## config.mk

```make
export PLATFORM = sky130hd
export DESIGN_NAME = add8_nibble_seq
export DESIGN_NICKNAME = d
export VERILOG_FILES = /design/src/rtl/alu_pkg.sv /design/src/rtl/add4.sv /design/src/rtl/add8_nibble_seq.sv
export SDC_FILE = /design/constraint.sdc
export NUM_CORES = 1
export LEC_CHECK = 0
export ABC_AREA = 1
export BUFFER_PORTS_ARGS = -buffer_cell sky130_fd_sc_hd__buf_4
export CAP_MARGIN = 0
export CORE_ASPECT_RATIO = 1.2
export CORE_UTILIZATION = 30
export DETAILED_ROUTE_END_ITERATION = 6
export PLACE_DENSITY = 0.5
export SETUP_SLACK_MARGIN = 0.1
export SKIP_CTS_REPAIR_TIMING = 1
export SLEW_MARGIN = 20
export SYNTH_ARGS = -nofsm -noshare
export SYNTH_HDL_FRONTEND = slang
export SYNTH_SLANG_ARGS = --single-unit
export TNS_END_PERCENT = 5
```

## constraint.sdc

```tcl
create_clock -name clk -period 2.5 [get_ports clk]
set_input_delay 0 -clock clk [delete_from_list [all_inputs] [get_ports clk]]
set_output_delay 0 -clock clk [all_outputs]
set_load 0.1 [all_outputs]
```

## src/rtl/alu_pkg.sv

```systemverilog
// Shared definitions for the nibble-serial ALU: op encodings, FSM states, nibble width.
package alu_pkg;

  localparam int unsigned NIBBLE_W = 4;

  localparam logic OP_ADD = 1'b0;
  localparam logic OP_SUB = 1'b1;

  typedef enum logic [1:0] {
    StIdle,
    StCalc,
    StDone
  } state_e;

endpackage

```

## src/rtl/add4.sv

```systemverilog
// 4-bit ripple-carry adder used as the single datapath adder of the nibble-serial ALU.
module add4 (
  input  logic [3:0] a,
  input  logic [3:0] b,
  input  logic       cin,
  output logic [3:0] sum,
  output logic       cout
);

  logic [4:0] c;

  always_comb begin
    c    = '0;
    sum  = '0;
    c[0] = cin;
    for (int i = 0; i < 4; i++) begin
      sum[i]   = a[i] ^ b[i] ^ c[i];
      c[i + 1] = (a[i] & b[i]) | (c[i] & (a[i] ^ b[i]));
    end
  end

  assign cout = c[4];

endmodule

```

## src/rtl/add8_nibble_seq.sv

```systemverilog
// Nibble-serial add/subtract: one 4-bit adder is reused WIDTH/4 times, carry held in a register.
// done and the flags are registered together on the edge that leaves DONE.
module add8_nibble_seq #(
  parameter int unsigned WIDTH = 8
) (
  input  logic             clk,
  input  logic             rst,
  input  logic             start,
  input  logic             op,
  input  logic [WIDTH-1:0] a,
  input  logic [WIDTH-1:0] b,
  output logic [WIDTH-1:0] result,
  output logic             cout,
  output logic             ovf,
  output logic             zero,
  output logic             busy,
  output logic             done
);
  import alu_pkg::*;

  localparam int unsigned NIBBLES = WIDTH / NIBBLE_W;
  localparam int unsigned CntW = (NIBBLES > 1) ? $clog2(NIBBLES) : 1;
  localparam logic [CntW-1:0] LastCnt = CntW'(NIBBLES - 1);

  state_e state_q, state_d;

  logic [CntW-1:0]     cnt_q;
  logic                carry_q;
  logic [WIDTH-1:0]    a_q, b_q;
  logic [WIDTH-1:0]    result_q, result_d;
  logic                cout_q, ovf_q, zero_q, done_q;

  logic                load_en, calc_en, fin_en;
  logic [NIBBLE_W-1:0] nib_a, nib_b, nib_sum;
  logic                nib_cout;

  // FSM state register
  always_ff @(posedge clk or posedge rst) begin
    if (rst) begin
      state_q <= StIdle;
    end else begin
      state_q <= state_d;
    end
  end

  // FSM next state
  always_comb begin
    state_d = state_q;
    unique case (state_q)
      StIdle:  if (start) state_d = StCalc;
      StCalc:  if (cnt_q == LastCnt) state_d = StDone;
      StDone:  state_d = StIdle;
      default: state_d = StIdle;
    endcase
  end

  // FSM outputs and datapath enables
  always_comb begin
    busy    = (state_q != StIdle);
    load_en = 1'b0;
    calc_en = 1'b0;
    fin_en  = 1'b0;
    unique case (state_q)
      StIdle:  load_en = start;
      StCalc:  calc_en = 1'b1;
      StDone:  fin_en  = 1'b1;
      default: ;
    endcase
  end

  // Operand nibble select
  always_comb begin
    nib_a = '0;
    nib_b = '0;
    for (int unsigned i = 0; i < NIBBLES; i++) begin
      if (cnt_q == CntW'(i)) begin
        nib_a = a_q[i*NIBBLE_W +: NIBBLE_W];
        nib_b = b_q[i*NIBBLE_W +: NIBBLE_W];
      end
    end
  end

  add4 u_add4 (
    .a    (nib_a),
    .b    (nib_b),
    .cin  (carry_q),
    .sum  (nib_sum),
    .cout (nib_cout)
  );

  // Result nibble write-back
  always_comb begin
    result_d = result_q;
    for (int unsigned i = 0; i < NIBBLES; i++) begin
      if (cnt_q == CntW'(i)) begin
        result_d[i*NIBBLE_W +: NIBBLE_W] = nib_sum;
      end
    end
  end

  always_ff @(posedge clk or posedge rst) begin
    if (rst) begin
      cnt_q    <= '0;
      carry_q  <= 1'b0;
      a_q      <= '0;
      b_q      <= '0;
      result_q <= '0;
      cout_q   <= 1'b0;
      ovf_q    <= 1'b0;
      zero_q   <= 1'b1;
      done_q   <= 1'b0;
    end else begin
      done_q <= 1'b0;
      if (load_en) begin
        a_q     <= a;
        b_q     <= (op == OP_SUB) ? ~b : b;
        cnt_q   <= '0;
        carry_q <= op;  // +1 completes the two's complement of b for subtract
      end
      if (calc_en) begin
        result_q <= result_d;
        carry_q  <= nib_cout;
        cnt_q    <= cnt_q + 1'b1;
      end
      if (fin_en) begin
        done_q <= 1'b1;
        cout_q <= carry_q;
        zero_q <= (result_q == '0);
        ovf_q  <= (a_q[WIDTH-1] == b_q[WIDTH-1]) && (result_q[WIDTH-1] != a_q[WIDTH-1]);
      end
    end
  end

  assign result = result_q;
  assign cout   = cout_q;
  assign ovf    = ovf_q;
  assign zero   = zero_q;
  assign done   = done_q;

endmodule

```

# Word-level counts from Yosys, hierarchy flattened
# Index checks and enable logic that the tools add are counted.
# W data, S select, Z words.
[word_totals]
input_bits = 20
regBits = 32
elab_cells = 62
[op_classes]
n_addsub = 1
reduce_logical = 8
n_bitwise = 22
n_eq_ne = 6
muxes = 14
[ops]
columns = ["cell", "count"]
rows = [
  ["$and A1 B1 Y1", 8],
  ["$logic_not A8 Y1", 1],
  ["$mux W1", 8],
  ["$mux W4", 2],
  ["$mux W8", 1],
  ["$not A8 Y8", 1],
  ["$xor A1 B1 Y1", 8],
  ["$reduce_and A2 Y1", 3],
  ["$mux W2", 2],
  ["$ne A2 B2 Y1 const B", 2],
  ["$or A1 B1 Y1", 4],
  ["$pmux W2 S2", 1],
  ["$reduce_bool A2 Y1", 2],
  ["$eq A2 B1 Y1 const B", 1],
  ["$eq A2 B2 Y1 const B", 1],
  ["$logic_not A2 Y1", 1],
  ["$add A1 B1 Y1 const B", 1],
  ["$eq A1 B1 Y1", 1],
  ["$logic_and A1 B1 Y1", 1],
  ["$ne A1 B1 Y1", 1],
  ["$not A1 Y1", 1],
]

# Logic depth before layout (Yosys ltp)
[depth]
ltp_word = 11
depth_mapped = 13
mapped_depth_nobuf = 13

# Hierarchy
# Synthesis repeated with hierarchy kept, for this count alone.
[unflattened]
cells_unflattened = 180
hier_area_um2 = 1571.5
[by_module_without_submodules]
columns = ["mod", "area_per_inst_um2", "instances", "seq_area_each_um2", "cells_each"]
rows = [
  ["add8_nibble_seq", 1453.9, 1, 802.0, 166],
  ["add4", 117.6, 1, 0.0, 14],
]

# Worst setup path before layout
# OpenSTA, ideal clock, no wires.
[synth_path]
path_type = "register to register"
startpoint = "reg cnt_q"
endpoint = "reg result_q[7] (netlist: result[7])"
arrival_ps = 2324
slack_ps = 93
setup_ps = 83
stages_incl_launch_ff = 12
period_less_slack_ps = 2407
cell_sequence = "dfrtp_1 > clkbuf_1 > nand2_1 > nand2_1 > fa_1 > inv_1 > fa_1 > inv_1 > fa_1 > inv_1 > fa_1 > o21ai_0"
[synth_via]
elab_chain_cells = 9
word_cells_on_any_way = 17
classes_between = "2 x mux; 14 x bitwise; 1 x reduce/logical"
[synth_lines]
columns = ["item", "line_no", "rtl"]
rows = [
  ["from (decl)", "add8_nibble_seq.sv:27", "logic [CntW-1:0] cnt_q;"],
  ["from (signal assigned)", "add8_nibble_seq.sv:123", "cnt_q <= cnt_q + 1'b1;"],
  ["$mux W4", "add8_nibble_seq.sv:76", "if (cnt_q == CntW'(i)) begin"],
  ["$xor A1 B1 Y1", "add4.sv:18", "c[i + 1] = (a[i] & b[i]) | (c[i] & (a[i] ^ b[i]));"],
  ["$and A1 B1 Y1", "add4.sv:18", ""],
  ["$or A1 B1 Y1", "add4.sv:18", ""],
  ["$and A1 B1 Y1", "add4.sv:18", ""],
  ["$or A1 B1 Y1", "add4.sv:18", ""],
  ["$and A1 B1 Y1", "add4.sv:18", ""],
  ["$or A1 B1 Y1", "add4.sv:18", ""],
  ["$xor A1 B1 Y1", "add4.sv:17", "sum[i] = a[i] ^ b[i] ^ c[i];"],
  ["to (signal assigned)", "add8_nibble_seq.sv:121", "result_q <= result_d;"],
  ["to (decl)", "add8_nibble_seq.sv:30", "logic [WIDTH-1:0] result_q, result_d;"],
]
# Parallel ways exist; a longest one is shown, timed or not.
# A chain may end at the register's enable or synchronous reset.

# Worst setup path after layout
# Ends and elaborated chain as after synthesis.

==> key figures <==
Status
  • Status: complete, but fails checks
  • Failing checks: negative hold slack

Routing
  • DRT Pass-1 Iters: 4
  • Final wirelength: 3.20 mm
  • Initial drt markers: 48
  • Residual DRC: 0
  • Number of nets still failing antenna checks after routing: 0
  • Via count: 1199
  • Via density: 4.30
  • Drt wl/cell: 11.5 µm

Logic synthesis
  • FF+latch count, synth: 32
  • Mapped Cells: 170
  • Sequential area share after synthesis: 52.1%
  • Post-synth EDFFs: 0
  • Post-synth top area cell: dfrtp_1
  • Post-synth cell types: 19
  • Ys flop type: dfrtp_1
  • Count leader, synth: nand2_1
  • Synth Warn #: 0
  • Avg Cell Area, Syn: 9.06 µm²
  • Ys async rst share: 100%
  • Yosys top cell area share: 50.4%
  • Ranking of synthesized cells by area: dfrtp_1, nand2_1, o21ai_0, fa_1, xnor2_1
  • Commonest cells in the netlist: nand2_1, dfrtp_1, o21ai_0
  • Syn Std Cell Area: 0.00154 mm²
  • Post-Synthesis Net Count: 194

Clocking
  • CTS tree: built
  • H-Tree Level Count: 2
  • Worst-Skew Late Latency: 290 ps
  • Root Buffer: clkbuf_8
  • Total CTS buffers: 5
  • CTS Buffer Depth: 2
  • Clock slew at reported path FFs: 60 ps
  • Sink Count: 32

Worst hold path
  • HP Start: b[0]
  • Min-delay worst type: in -> reg

Global routing
  • Grt ovf: 0
  • GRT Total Usage: 13.9%
  • First-pass GRT wire length: 5.40 mm
  • Initial antenna violation count: 0
  • Maximum number of pins on one net before global-route repair: 33
  • Vias in the first global route: 1154

Timing
  • Final Worst Setup Slack: 184 ps
  • Achievable frequency: 432 MHz
  • Worst slew pin tran: 405 ps
  • Fin Hold WS: -7.35 ps
  • RSZ-0062 raised after global routing: yes
  • Worst slew margin: 73.0%
  • Fin Clk Skew: 4.23 ps
  • # setup viols final: 0
  • Final Critical Period: 2320 ps
  • Final Cycle Share: 92.6%
  • Final Slew Violations: 0
  • TNS Setup: 0 ps
  • Final hold vios: 4

Cells and area
  • FF/Latch Area: 802 µm²
  • Share of cells above drive strength 1: 27.9%
  • Layout area overhead: 34.0%
  • Nets@finish: 242
  • # diodes: 0
  • Multi-input gate area: 656 µm²
  • Final instance area: 0.00206 mm²
  • Filler instances: 516

Die
  • Initial core utilization: 31.2%
  • Die area: 0.00543 mm²
  • Die H: 80.5 µm
  • DIE WIDTH: 67.4 µm
  • Core ar.: 0.00494 mm²
  • FP Rows: 28
  • Boundary pin count: 33

Placed design
  • Final HPWL DP: 2.26 mm
  • DP Area: 0.00184 mm²
  • Routability Congestion: 0.812
  • Setup WS pre-CTS: 112 ps
  • # port buffers: 32

Worst setup path
  • Worst Setup End Kind: flop
  • R2R Path Start: cnt_q
  • Critical path startpoint category: flop
  • Worst path arrival time: 2530 ps
  • CP Class: reg -> reg
  • Required @ worst endpoint: 2710 ps
  • Crit-path max FO: 5
  • Beginning of the critical path: cnt_q

Job
  • Maximum capacitance violations: 0
worst max-delay path: stages (launching register included):
cell and delay, ps:
dfrtp_1 420, buf_6 150, nand2_4 50, nand2_2 50
fa_2 350, inv_2 70, fa_2 190, inv_2 40
fa_2 340, inv_2 70, fa_1 390, o21ai_1 130
cell type report:
class / count / share of cell area [%]
Tap cell: 60 / 3.64
Timing Repair Buffer: 46 / 18.3
Sequential cell: 32 / 38.9
Multi-Input combinational cell: 116 / 31.8
Clock buffer: 8 / 4.37
Inverter: 17 / 3.09
cells by family after synthesis:
family	after synthesis	share of synthesized area (%)
AND/OR/NAND/NOR	78	21.4
multiplexers	1	0.650
adder cells (fa/ha/maj)	4	5.20
XOR/XNOR	8	4.55
buffers and inverters	22	6.50
flip-flops	32	52.1
AO/OA/AOI/OAI	25	9.59
placed cells by master, fill, tap and decap left out:
master         count
fa_1               1
nor2_4             2
mux2i_1            1
nand2_2            2
o21ai_1            2
dlygate4sd3_1     11
o21ai_0           17
nand3_1            8
nor2_1             8
dfstp_2            1
inv_2              4
xnor2_1            8
buf_6              1
buf_4             34
nand2_1           55
fa_2               3
nand2_4            2
dfrtp_1           31
and2_1             1
clkbuf_1           2
inv_1             13
clkbuf_8           6
o21ai_2            3
a21oi_2            3
through the flow:
| stage | instances | hold slack [ps] | utilization (%) |
|---|---|---|---|
| after global placement | 260 | 118 | 37.3 |
| after global routing | 279 | 1.23 | 41.8 |
| after CTS | 268 | -185 | 39.1 |
| after detailed placement | 260 | 119 | 37.3 |
| after floorplan | 170 | 115 | - |
| final | 279 | -7.35 | 41.8 |
worst paths after layout:
check / endpoint / slack (ps) / depth (start not counted)
setup reg to reg: result[7] / 180 / 11
max in group asynchronous: zero / 1820 / 4
hold reg to reg: zero / 470 / 2
min in group asynchronous: result[6] / 350 / 4
setup / recovery: result[7] / 180 / 11
hold / removal: b_q[0] / -7 / 3
state kept, by name, summed over array words and instances (netlist names), 2 cells and up:
register  flops
a_q           8
b_q           8
result        8
state_q       2
layer usage:
layer	wire [µm]	track usage, %	up-vias
li1	-	-	626
met1	1470	16.6	537
met2	1530	22.3	32
met3	160	4.69	4
met4	46	5.74	0
met5	0	0	-
Power is not shown: default switching activity piles up to over one toggle a cycle in this logic, so the estimate is an artifact.
